## src/rtl/seg_pkg.sv

```systemverilog
// Shared definitions for the seven-segment scan driver: digit codes, segment
// patterns (active-low {dp, g..a}) and the code-to-segment lookup.
package seg_pkg;

  localparam logic [3:0] CODE_BLANK = 4'd10;
  localparam logic [3:0] CODE_MINUS = 4'd11;

  localparam logic [7:0] SEG_BLANK = 8'hFF;
  localparam logic [7:0] SEG_MINUS = 8'hBF;

  // Entry n is the pattern for decimal digit n, dp off.
  localparam logic [9:0][7:0] SEG_DIGITS = {
    8'h90, 8'h80, 8'hF8, 8'h82, 8'h92, 8'h99, 8'hB0, 8'hA4, 8'hF9, 8'hC0
  };

  typedef enum logic [1:0] {
    CONV_IDLE,
    CONV_SHIFT,
    CONV_DONE
  } conv_state_t;

  // Blank positions never light their decimal point.
  function automatic logic [7:0] seg_encode(input logic [3:0] code, input logic dp);
    logic [7:0] seg;
    if (code == CODE_BLANK)      seg = SEG_BLANK;
    else if (code == CODE_MINUS) seg = {dp, SEG_MINUS[6:0]};
    else if (code < 4'd10)       seg = {dp, SEG_DIGITS[code][6:0]};
    else                         seg = SEG_BLANK;
    return seg;
  endfunction

endpackage

```

## src/rtl/seg_scan_driver_p_if.sv

```systemverilog
// Application/pin-side bundle of the scan driver; master = application
// logic and board, slave = the driver itself.
interface seg_scan_driver_p_if #(
  parameter int DIGITS = 6,
  parameter int DATA_W = 20
);
  logic              load;
  logic [DATA_W-1:0] data;
  logic              sign;
  logic [DIGITS-1:0] point;
  logic [DIGITS-1:0] blink_mask;
  logic [3:0]        brightness;
  logic              seg_en;
  logic              busy;
  logic              overflow;
  logic [DIGITS-1:0] seg_cs;
  logic [7:0]        seg_led;

  modport master (
    output load, data, sign, point, blink_mask, brightness, seg_en,
    input  busy, overflow, seg_cs, seg_led
  );

  modport slave (
    input  load, data, sign, point, blink_mask, brightness, seg_en,
    output busy, overflow, seg_cs, seg_led
  );
endinterface

```

## src/rtl/bin2bcd_seq.sv

```systemverilog
// Sequential double-dabble: one shift per cycle for DATA_W cycles, then a
// one-cycle done pulse while the result in bcd is stable.
module bin2bcd_seq
  import seg_pkg::*;
#(
  parameter int DATA_W = 20,
  parameter int BCD_N  = (DATA_W * 3) / 10 + 1
) (
  input  logic                 clk,
  input  logic                 rst,
  input  logic                 start,
  input  logic [DATA_W-1:0]    bin,
  output logic                 busy,
  output logic                 done,
  output logic [BCD_N*4-1:0]   bcd
);

  localparam int CNT_W = $clog2(DATA_W + 1);

  conv_state_t       state, state_next;
  logic [CNT_W-1:0]  cnt;
  logic [DATA_W-1:0] bin_sr;
  logic [BCD_N*4-1:0] adj;

  // NOTE: clocked state uses non-blocking (<=) so every register samples
  // pre-edge values; blocking here would create order-dependent races.
  always_ff @(posedge clk) begin
    if (rst) state <= CONV_IDLE;
    else     state <= state_next;
  end

  // NOTE: every always_comb output gets a default first, so no path leaves
  // it unassigned and no latch is inferred.
  always_comb begin
    state_next = state;
    case (state)
      CONV_IDLE:  if (start) state_next = CONV_SHIFT;
      CONV_SHIFT: if (cnt == CNT_W'(DATA_W - 1)) state_next = CONV_DONE;
      CONV_DONE:  state_next = CONV_IDLE;
      default:    state_next = CONV_IDLE;
    endcase
  end

  assign busy = (state != CONV_IDLE);
  assign done = (state == CONV_DONE);

  // Add-3 correction on every BCD digit of 5 or more before the shift.
  always_comb begin
    adj = bcd;
    for (int i = 0; i < BCD_N; i++) begin
      if (bcd[4*i +: 4] >= 4'd5) adj[4*i +: 4] = bcd[4*i +: 4] + 4'd3;
    end
  end

  always_ff @(posedge clk) begin
    if (rst) begin
      bcd    <= '0;
      bin_sr <= '0;
      cnt    <= '0;
    end else begin
      case (state)
        CONV_IDLE: if (start) begin
          bin_sr <= bin;
          bcd    <= '0;
          cnt    <= '0;
        end
        CONV_SHIFT: begin
          bcd    <= {adj[BCD_N*4-2:0], bin_sr[DATA_W-1]};
          bin_sr <= {bin_sr[DATA_W-2:0], 1'b0};
          cnt    <= cnt + 1'b1;
        end
        default: ;
      endcase
    end
  end

endmodule

```

## src/rtl/seg_scan_driver_p.sv

```systemverilog
// Multiplexed common-anode seven-segment driver: binary+sign to formatted
// digits, time-multiplexed scanning with brightness PWM, blink and dp.
module seg_scan_driver_p
  import seg_pkg::*;
#(
  parameter int DIGITS        = 6,
  parameter int DATA_W        = 20,
  parameter int SLOT_CYCLES   = 50000,
  parameter int BLINK_SLOTS   = 250,
  parameter bit CS_ACTIVE_LOW = 1'b1
) (
  input  logic               sys_clk,
  input  logic               sys_rst,
  seg_scan_driver_p_if.slave bus
);

  localparam int BCD_N     = (DATA_W * 3) / 10 + 1;
  localparam int PHASE_LEN = SLOT_CYCLES / 16;
  localparam int PH_W      = (PHASE_LEN > 1) ? $clog2(PHASE_LEN) : 1;
  localparam int IDX_W     = $clog2(DIGITS);
  localparam int BL_W      = (BLINK_SLOTS > 1) ? $clog2(BLINK_SLOTS) : 1;
  localparam logic [DIGITS-1:0] CS_IDLE = CS_ACTIVE_LOW ? '1 : '0;

  logic               conv_busy, conv_done, start, sign_q;
  logic [BCD_N*4-1:0] conv_bcd;

  assign start = bus.load && !conv_busy;

  bin2bcd_seq #(.DATA_W(DATA_W), .BCD_N(BCD_N)) u_bin2bcd (
    .clk   (sys_clk),
    .rst   (sys_rst),
    .start (start),
    .bin   (bus.data),
    .busy  (conv_busy),
    .done  (conv_done),
    .bcd   (conv_bcd)
  );

  always_ff @(posedge sys_clk) begin
    if (sys_rst)    sign_q <= 1'b0;
    else if (start) sign_q <= bus.sign;
  end

  // ---------------- formatting of the finished conversion ----------------
  int         msd;
  logic       fmt_ovf;
  logic [3:0] fmt_code [DIGITS];

  always_comb begin
    msd     = 0;
    fmt_ovf = 1'b0;
    for (int i = 0; i < BCD_N; i++)
      if (conv_bcd[4*i +: 4] != 4'd0) msd = i;
    for (int i = DIGITS; i < BCD_N; i++)
      if (conv_bcd[4*i +: 4] != 4'd0) fmt_ovf = 1'b1;
    // A sign with a full-width value has nowhere to go.
    if (sign_q && msd == DIGITS - 1) fmt_ovf = 1'b1;
    for (int p = 0; p < DIGITS; p++) begin
      if (fmt_ovf)                      fmt_code[p] = CODE_MINUS;
      else if (p <= msd)                fmt_code[p] = conv_bcd[4*p +: 4];
      else if (sign_q && p == msd + 1)  fmt_code[p] = CODE_MINUS;
      else                              fmt_code[p] = CODE_BLANK;
    end
  end

  logic [3:0] disp [DIGITS];
  logic       ovf_q;

  // NOTE: the display array is a handful of flops, not a RAM, so it is
  // reset explicitly to show a lone '0' out of reset.
  always_ff @(posedge sys_clk) begin
    if (sys_rst) begin
      for (int p = 0; p < DIGITS; p++) disp[p] <= (p == 0) ? 4'd0 : CODE_BLANK;
      ovf_q <= 1'b0;
    end else if (conv_done) begin
      disp  <= fmt_code;
      ovf_q <= fmt_ovf;
    end
  end

  assign bus.busy     = conv_busy;
  assign bus.overflow = ovf_q;

  // ---------------- slot / sub-phase / blink timing ----------------
  // The slot counter is kept as (sub_phase, phase_cnt) so the PWM compare
  // needs no divider.
  logic [PH_W-1:0]  phase_cnt;
  logic [3:0]       sub_phase;
  logic [IDX_W-1:0] scan_idx;
  logic [BL_W-1:0]  blink_cnt;
  logic             blink_off;
  logic             phase_wrap, slot_wrap;

  assign phase_wrap = (phase_cnt == PH_W'(PHASE_LEN - 1));
  assign slot_wrap  = phase_wrap && (sub_phase == 4'hF);

  always_ff @(posedge sys_clk) begin
    if (sys_rst) begin
      phase_cnt <= '0;
      sub_phase <= '0;
      scan_idx  <= '0;
      blink_cnt <= '0;
      blink_off <= 1'b0;
    end else begin
      phase_cnt <= phase_wrap ? '0 : phase_cnt + 1'b1;
      if (phase_wrap) sub_phase <= sub_phase + 1'b1;
      if (slot_wrap) begin
        scan_idx <= (scan_idx == IDX_W'(DIGITS - 1)) ? '0 : scan_idx + 1'b1;
        if (blink_cnt == BL_W'(BLINK_SLOTS - 1)) begin
          blink_cnt <= '0;
          blink_off <= ~blink_off;
        end else begin
          blink_cnt <= blink_cnt + 1'b1;
        end
      end
    end
  end

  // ---------------- registered pin outputs ----------------
  logic [DIGITS-1:0] sel;
  assign sel = DIGITS'(1) << scan_idx;

  always_ff @(posedge sys_clk) begin
    if (sys_rst || !bus.seg_en) begin
      bus.seg_cs  <= CS_IDLE;
      bus.seg_led <= SEG_BLANK;
    end else begin
      bus.seg_cs  <= (sub_phase <= bus.brightness) ? (sel ^ CS_IDLE) : CS_IDLE;
      bus.seg_led <= (blink_off && bus.blink_mask[scan_idx]) ? SEG_BLANK
                   : seg_encode(disp[scan_idx], bus.point[scan_idx]);
    end
  end

endmodule

```

## src/flat_wrapper.sv

```systemverilog
// flat-port wrapper written by rule: the top's interface ports become plain ports
module seg_scan_driver_p_flat import seg_pkg::*;
#(
  parameter int DIGITS        = 6,
  parameter int DATA_W        = 20,
  parameter int SLOT_CYCLES   = 50000,
  parameter int BLINK_SLOTS   = 250,
  parameter bit CS_ACTIVE_LOW = 1'b1
)
  (sys_clk, sys_rst, bus_load, bus_data, bus_sign, bus_point, bus_blink_mask, bus_brightness, bus_seg_en, bus_busy, bus_overflow, bus_seg_cs, bus_seg_led);
  seg_scan_driver_p_if #(.DIGITS(DIGITS), .DATA_W(DATA_W)) bus_i ();
  input  logic sys_clk;
  input  logic sys_rst;
  input wire logic [$bits(bus_i.load)-1:0] bus_load;
  input wire logic [$bits(bus_i.data)-1:0] bus_data;
  input wire logic [$bits(bus_i.sign)-1:0] bus_sign;
  input wire logic [$bits(bus_i.point)-1:0] bus_point;
  input wire logic [$bits(bus_i.blink_mask)-1:0] bus_blink_mask;
  input wire logic [$bits(bus_i.brightness)-1:0] bus_brightness;
  input wire logic [$bits(bus_i.seg_en)-1:0] bus_seg_en;
  output wire logic [$bits(bus_i.busy)-1:0] bus_busy;
  output wire logic [$bits(bus_i.overflow)-1:0] bus_overflow;
  output wire logic [$bits(bus_i.seg_cs)-1:0] bus_seg_cs;
  output wire logic [$bits(bus_i.seg_led)-1:0] bus_seg_led;
  assign bus_i.load = bus_load;
  assign bus_i.data = bus_data;
  assign bus_i.sign = bus_sign;
  assign bus_i.point = bus_point;
  assign bus_i.blink_mask = bus_blink_mask;
  assign bus_i.brightness = bus_brightness;
  assign bus_i.seg_en = bus_seg_en;
  assign bus_busy = bus_i.busy;
  assign bus_overflow = bus_i.overflow;
  assign bus_seg_cs = bus_i.seg_cs;
  assign bus_seg_led = bus_i.seg_led;
  seg_scan_driver_p #(.DIGITS(DIGITS), .DATA_W(DATA_W), .SLOT_CYCLES(SLOT_CYCLES), .BLINK_SLOTS(BLINK_SLOTS), .CS_ACTIVE_LOW(CS_ACTIVE_LOW)) u_core (.sys_clk(sys_clk), .sys_rst(sys_rst), .bus(bus_i));
endmodule
```

## config.mk

```make
export PLATFORM = sky130hd
export DESIGN_NAME = seg_scan_driver_p_flat
export DESIGN_NICKNAME = d
export VERILOG_FILES = /design/src/rtl/seg_pkg.sv /design/src/rtl/seg_scan_driver_p_if.sv /design/src/rtl/bin2bcd_seq.sv /design/src/rtl/seg_scan_driver_p.sv /design/src/flat_wrapper.sv
export SDC_FILE = /design/constraint.sdc
export NUM_CORES = 1
export LEC_CHECK = 0
export BUFFER_PORTS_ARGS = -buffer_cell sky130_fd_sc_hd__buf_2
export CORE_MARGIN = 2
export CORE_UTILIZATION = 59
export CTS_CLUSTER_SIZE = 30
export DETAILED_ROUTE_END_ITERATION = 12
export PLACE_DENSITY = 0.79
export SYNTH_ARGS = -nofsm -noshare
export SYNTH_HDL_FRONTEND = slang
export SYNTH_SLANG_ARGS = --single-unit
```

## constraint.sdc

```tcl
create_clock -name sys_clk -period 2.2 [get_ports sys_clk]
set_clock_uncertainty 0.1 [all_clocks]
set_input_delay 0.55 -clock sys_clk [delete_from_list [all_inputs] [get_ports sys_clk]]
set_output_delay 0.55 -clock sys_clk [all_outputs]
set_load 0.05 [all_outputs]
```

After elaboration in Yosys (flattened, before gate mapping):

Memory sizes are Yosys's and may differ from the RTL's.
Cells that the tools add are included.

* memory bits (read-only): 128
* bits of input ports: 41
* bits in registers: 123
* memories: 1

* add/subtract/negate cells: 13
* bitwise logic cells: 5
* reduce and logical (&&, ||, !) cells: 30
* equality and inequality tests: 17
* shift-type cells: 1
* multiplexer cells: 54
* order comparisons: 18

Memories
* (name not given): words 16, bits a word 8, rd ports 1, clocked after Yosys merged registers in 0, wr ports 0, line seg_pkg.sv:27 `else if (code < 4'd10) seg = {dp, SEG_DIGITS[code][6:0]};`

Operator list (number)
* 4-bit 2-to-1 mux: 20
* 3-bit by 32-bit == test with 1-bit output (first input constant): 2
* 4-bit by 32-bit == test with 1-bit output (first input constant): 2
* 28-bit case mux with 2 select lines: 1
* 20-bit case mux with 2 select lines: 1
* 2-bit by 32-bit == test with 1-bit output (first input constant): 1
* 32-bit zero test: 1
* 4-bit by 3-bit >= comparator with 1-bit output (second input constant): 7
* 28-bit 2-to-1 mux: 1
* 4-bit by 2-bit adder with 4-bit output (second input constant): 6
* 8-bit 2-to-1 mux: 3
* 4-bit nonzero test: 6
* 20-bit 2-to-1 mux: 1
* 3-bit 2-to-1 mux: 5
* 12-bit by 1-bit adder with 12-bit output (second input constant): 1
* 4-bit binary-select mux with 3-bit select: 1
* 12-bit == test (second input constant): 1
* 4-bit == test (second input constant): 3
* 1-bit 2-to-1 mux: 11
* 1-bit logical AND: 10
* 5-bit case mux with 2 select lines: 1
* 8-bit by 1-bit adder with 8-bit output (second input constant): 1
* 8-bit == test (second input constant): 1
* 2-bit 2-to-1 mux: 4
* 35 further kinds: 47

Logic depth before layout (Yosys ltp):

* depth in word-level cells: 13
* gate-level depth with buffers: 10
* gate-level depth less buffers: 8

By module:

Synthesis repeated with hierarchy kept, for this count alone.

* cells, all modules: 735
* area total of the unflattened synthesis: 6296.0 µm²

By module, submodules not included
* seg_scan_driver_p: sequential area each 1361.3 µm², times used 1, cells an instance 387, area each 3464.6 µm²
* bin2bcd_seq: sequential area each 1101.1 µm², times used 1, cells an instance 348, area each 2831.5 µm²

Least setup slack after synthesis:

Ideal clock, no wire load.

* path kind: input -> register
* from: input port bus_brightness[1]
* to: register u_core.bus.seg_cs[5]
* path slack: 0.171 ns
* arrival time: 1.785 ns
* stages: 7
* library setup time: 0.144 ns
* cell sequence: inv_1 ha_1 nor2b_1 o21a_1 o21a_1 o21ai_0 nand4b_1

* longest elaborated chain between the ends: 3

RTL lines
* start, declared: line flat_wrapper.sv:19 `input wire logic [$bits(bus_i.brightness)-1:0] bus_brightness;`
* 4-bit <= comparator: line seg_scan_driver_p.sv:128 `bus.seg_cs <= (sub_phase <= bus.brightness) ? (sel ^ CS_IDLE) : CS_IDLE;`
* 1-bit NOT (no source line)
* 2-bit OR reduction (no source line)
* end signal, assigned: line seg_scan_driver_p.sv:128
* end, declared: line seg_scan_driver_p_if.sv:26 `output busy, overflow, seg_cs, seg_led`

No other way between the ends.
A chain may end at the register's enable or synchronous reset.

Final worst setup path:

* from: register u_core.scan_idx[0]
* to: register u_core.bus.seg_led[5]

* longest elaborated chain between the ends: 7
* elaborated cells on any way between the ends: 14
* those cells by class: 1 x order compare; 2 x eq/ne; 6 x mux; 2 x bitwise; 2 x reduce/logical; 1 x memory

RTL lines
* start, declared: line seg_scan_driver_p.sv:89 `logic [IDX_W-1:0] scan_idx;`
* start signal, assigned: line seg_scan_driver_p.sv:108 `scan_idx <= (scan_idx == IDX_W'(DIGITS - 1)) ? '0 : scan_idx + 1'b1;`
* 3-bit NOT with 4-bit output (implied by the code): line seg_scan_driver_p.sv:130 `: seg_encode(disp[scan_idx], bus.point[scan_idx]);`
* 4-bit binary-select mux with 3-bit select: line seg_scan_driver_p.sv:130
* 4-bit 2-to-1 mux (implied by the code) (2 in a row): line seg_scan_driver_p.sv:130
* 4-bit < comparator: line seg_pkg.sv:27
* 1-bit NOT (no source line)
* 5-bit OR reduction (no source line)
* end signal, assigned: line seg_scan_driver_p.sv:129 `bus.seg_led <= (blink_off && bus.blink_mask[scan_idx]) ? SEG_BLANK`
* end, declared: line seg_scan_driver_p_if.sv:26

Parallel ways exist; a longest one is shown, timed or not. The select of a mux whose other input is x is not followed.

==> flow_summary.json <==
{
  "status": "complete, no violations",
  "htree_num_levels": 4,
  "met3_length_um": 875,
  "maxCapViolations": 0,
  "worstSkewPairLatency_ps": 520,
  "dieArea_um2": 11240,
  "fillerInstances": 799,
  "grt_pass1_vias": 5491,
  "top_layer": "met4",
  "leakagePower_nw": 2.899,
  "synthesis.area_um2": 6140,
  "wl_met2_mm": 7.390,
  "drive_gt1_share_pct": 17.42,
  "reg2reg_depth": 8,
  "cp_data_required_time_ps": 2540,
  "r2r_end": "u_core.bus.seg_led[5]",
  "antenna_found_initial": 0,
  "grt_pass1_wl_mm": 24.97,
  "postCtsHoldBufs": 0,
  "core_area_um2": 10230,
  "peakVddDrop_mv": 0.5751,
  "antennaDiodeCount": 0,
  "first_pass_iters": 5,
  "ys_ff_latch": 123,
  "worst_pin_slew_ps": 634.0,
  "root_buffer": "clkbuf_8",
  "syn-num-nets": 815,
  "timing.rr.start": "u_core.scan_idx[0]",
  "fin_hold_ws_ps": 180.8,
  "place_hpwl_mm": 9.590,
  "async_reset_ff_share_pct": 0,
  "p_total_mw": 5.565,
  "min_period_over_period_pct": 96.12,
  "cts.sinks": 123,
  "drc": 0,
  "port_buffers": 56,
  "hp-class": "in -> reg",
  "die_w_um": 106.0,
  "wl_per_cell_um": 15.38,
  "synthCells": 745,
  "cts_tree": "yes",
  "clk_pin_slew_ps": 60,
  "final-setup-viol-count": 0,
  "cts_made_buffers": 17,
  "wl_mm": 14.63,
  "startpoint_type": "flop",
  "dr_total_vias": 5606,
  "synth_edf_count": 0,
  "cp.arrival_ps": 2450,
  "final_common_cell": "nor2_1",
  "final_cell_mix": "nor2_1, dfxtp_1, a21oi_1, buf_2, nand2_1",
  "r2r_setup_slack_ps": 90,
  "yosys_warnings": 0,
  "synth_top_cells_by_area": "dfxtp_1, nor2_1, ha_1",
  "path_max_fanout": 7,
  "setup.worst_path.end_class": "flop",
  "postRouteAntennaNets": 0,
  "grt.total_usage_pct": 27.22,
  "overflow": 0,
  "io_pins": 57,
  "max_freq_ghz": 0.4729,
  "maxSlewHeadroom_pct": 57.63,
  "viasPerCell": 5.895,
  "syn_avg_cell_area_um2": 8.241,
  "met1Wirelength_mm": 5.943,
  "yosysTopAreaCell": "dfxtp_1",
  "power.density_nw_per_um2": 767.3,
  "row_count": 37,
  "area_growth_pct": 18.12,
  "synthFlopType": "dfxtp_1",
  "fp.dieH_um": 106.0,
  "setup.worst_path.start": "u_core.scan_idx[0]",
  "place_congestion": 0.9207,
  "path_class": "reg -> reg",
  "clockBufferDepth": 2,
  "crit_end": "u_core.bus.seg_led[5]",
  "initial_core_util_pct": 60.01,
  "fin_nets": 872,
  "min_period_ps": 2115,
  "ys_seq_area_share_pct": 40.11,
  "synth_top_area_share_pct": 40.11,
  "finalHoldViolations": 0,
  "slew_violations": 0,
  "drt_iter0_drc": 374,
  "synth_cell_types": 65,
  "grt_max_degree": 99
}
[worst min path at each step]
| stage | startpoint | endpoint | slack [ps] | cells after the start |
|---|---|---|---|---|
| 3_5_place_dp | u_core.phase_cnt[0] | u_core.phase_cnt[0] | 350 | 1 |
| 2_1_floorplan | u_core.phase_cnt[0] | u_core.phase_cnt[0] | 330 | 1 |
| 5_1_grt | bus_sign | u_core.sign_q | 180 | 3 |
| 3_3_place_gp | u_core.u_bin2bcd.bin_sr[19] | u_core.u_bin2bcd.bcd[0] | 340 | 2 |
| 4_1_cts | bus_sign | u_core.sign_q | 180 | 3 |
| 6_report | bus_data[0] | u_core.u_bin2bcd.bin_sr[0] | 180 | 3 |
[cells in the mapped netlist, types with 4 or more instances]
master / n
buf_2: 9
nor2b_1: 5
nor2_1: 123
nand2_1: 41
a211oi_1: 5
a31oi_1: 9
o22ai_1: 7
o211a_1: 5
dfxtp_1: 123
clkbuf_1: 24
nor3_1: 27
xor2_1: 15
nand3_1: 39
xnor2_1: 12
a21oi_1: 57
mux2i_1: 14
nand4_1: 12
o21ai_0: 36
inv_1: 31
nor4_1: 20
and3_1: 6
nor3b_2: 4
a22oi_1: 9
and2_1: 9
nand2b_1: 20
ha_1: 29
[through the flow]
stage	setup WS, ps	area, um2	std cells	setup TNS (ps)	utilization (%)
3_3_place_gp	161.1	6578	919	0	64.29
3_5_place_dp	13.58	6578	919	0	64.29
5_1_grt	-37.57	7252	951	-97.76	70.88
2_1_floorplan	170.8	6140	745	0	-
4_1_cts	60.84	7201	951	0	70.38
6_report	85.45	7252	951	0	70.88
[layout make-up]
class                           count  area [um2]  area share (%)
Clock buffer                       19       431.7           5.952
Clock inverter                     13       188.9           2.605
Inverter                           31       116.4           1.605
Multi-Input combinational cell    552        3425           47.22
Sequential cell                   123        2470           34.06
Tap cell                          136       170.2           2.346
Timing Repair Buffer               77       450.4           6.211
[flip-flops by register name, summed over array words and instances, names as in the netlist]
name	cells
u_core.u_bin2bcd.cnt	5
u_core.bus.overflow	1
u_core.u_bin2bcd.bin_sr	20
u_core.u_bin2bcd.state	2
u_core.bus.seg_led	8
u_core.blink_cnt	8
u_core.u_bin2bcd.bcd	28
u_core.sign_q	1
u_core.phase_cnt	12
u_core.sub_phase	4
u_core.scan_idx	3
u_core.bus.seg_cs	6
u_core.blink_off	1
u_core.disp	24
[metal layers]
layer  GRT usage (%)  vias up
met2           47.65      201
met4           11.37        0
met1           31.71     2631
met3           6.806       48
met5               0        -
li1                -     2726
[critical path, cell delays in order (launching register included)]
cell and delay (ps):
dfxtp_4 390, mux2i_1 130, o21ai_0 340, nand2_1 200, inv_1 180, ha_2 250
a21oi_2 50, and3_4 210, o31ai_2 190
[cell families after synthesis]
kind of cell / synth area share [%]
XOR/XNOR: 3.852
AO/OA/AOI/OAI: 14.84
adder cells (fa/ha/maj): 5.910
AND/OR/NAND/NOR: 27.19
multiplexers: 3.199
buffers and inverters: 4.911
flip-flops: 40.11
[power breakdown]
| part | total, mW | switching [mW] | leakage, nW | internal (mW) |
|---|---|---|---|---|
| Clock | 2.91 | 1.03 | 0.299 | 1.88 |
| Sequential | 2.31 | 0.0312 | 1.00 | 2.28 |
| Combinational | 0.344 | 0.225 | 1.60 | 0.119 |
[timing repair]
item,4_1_cts,5_1_grt
gates resized for setup,2,13
endpoints found under the setup margin,4,16
gates cloned,0,0
setup buffers,0,0
Power figures use the tool's default switching activity.
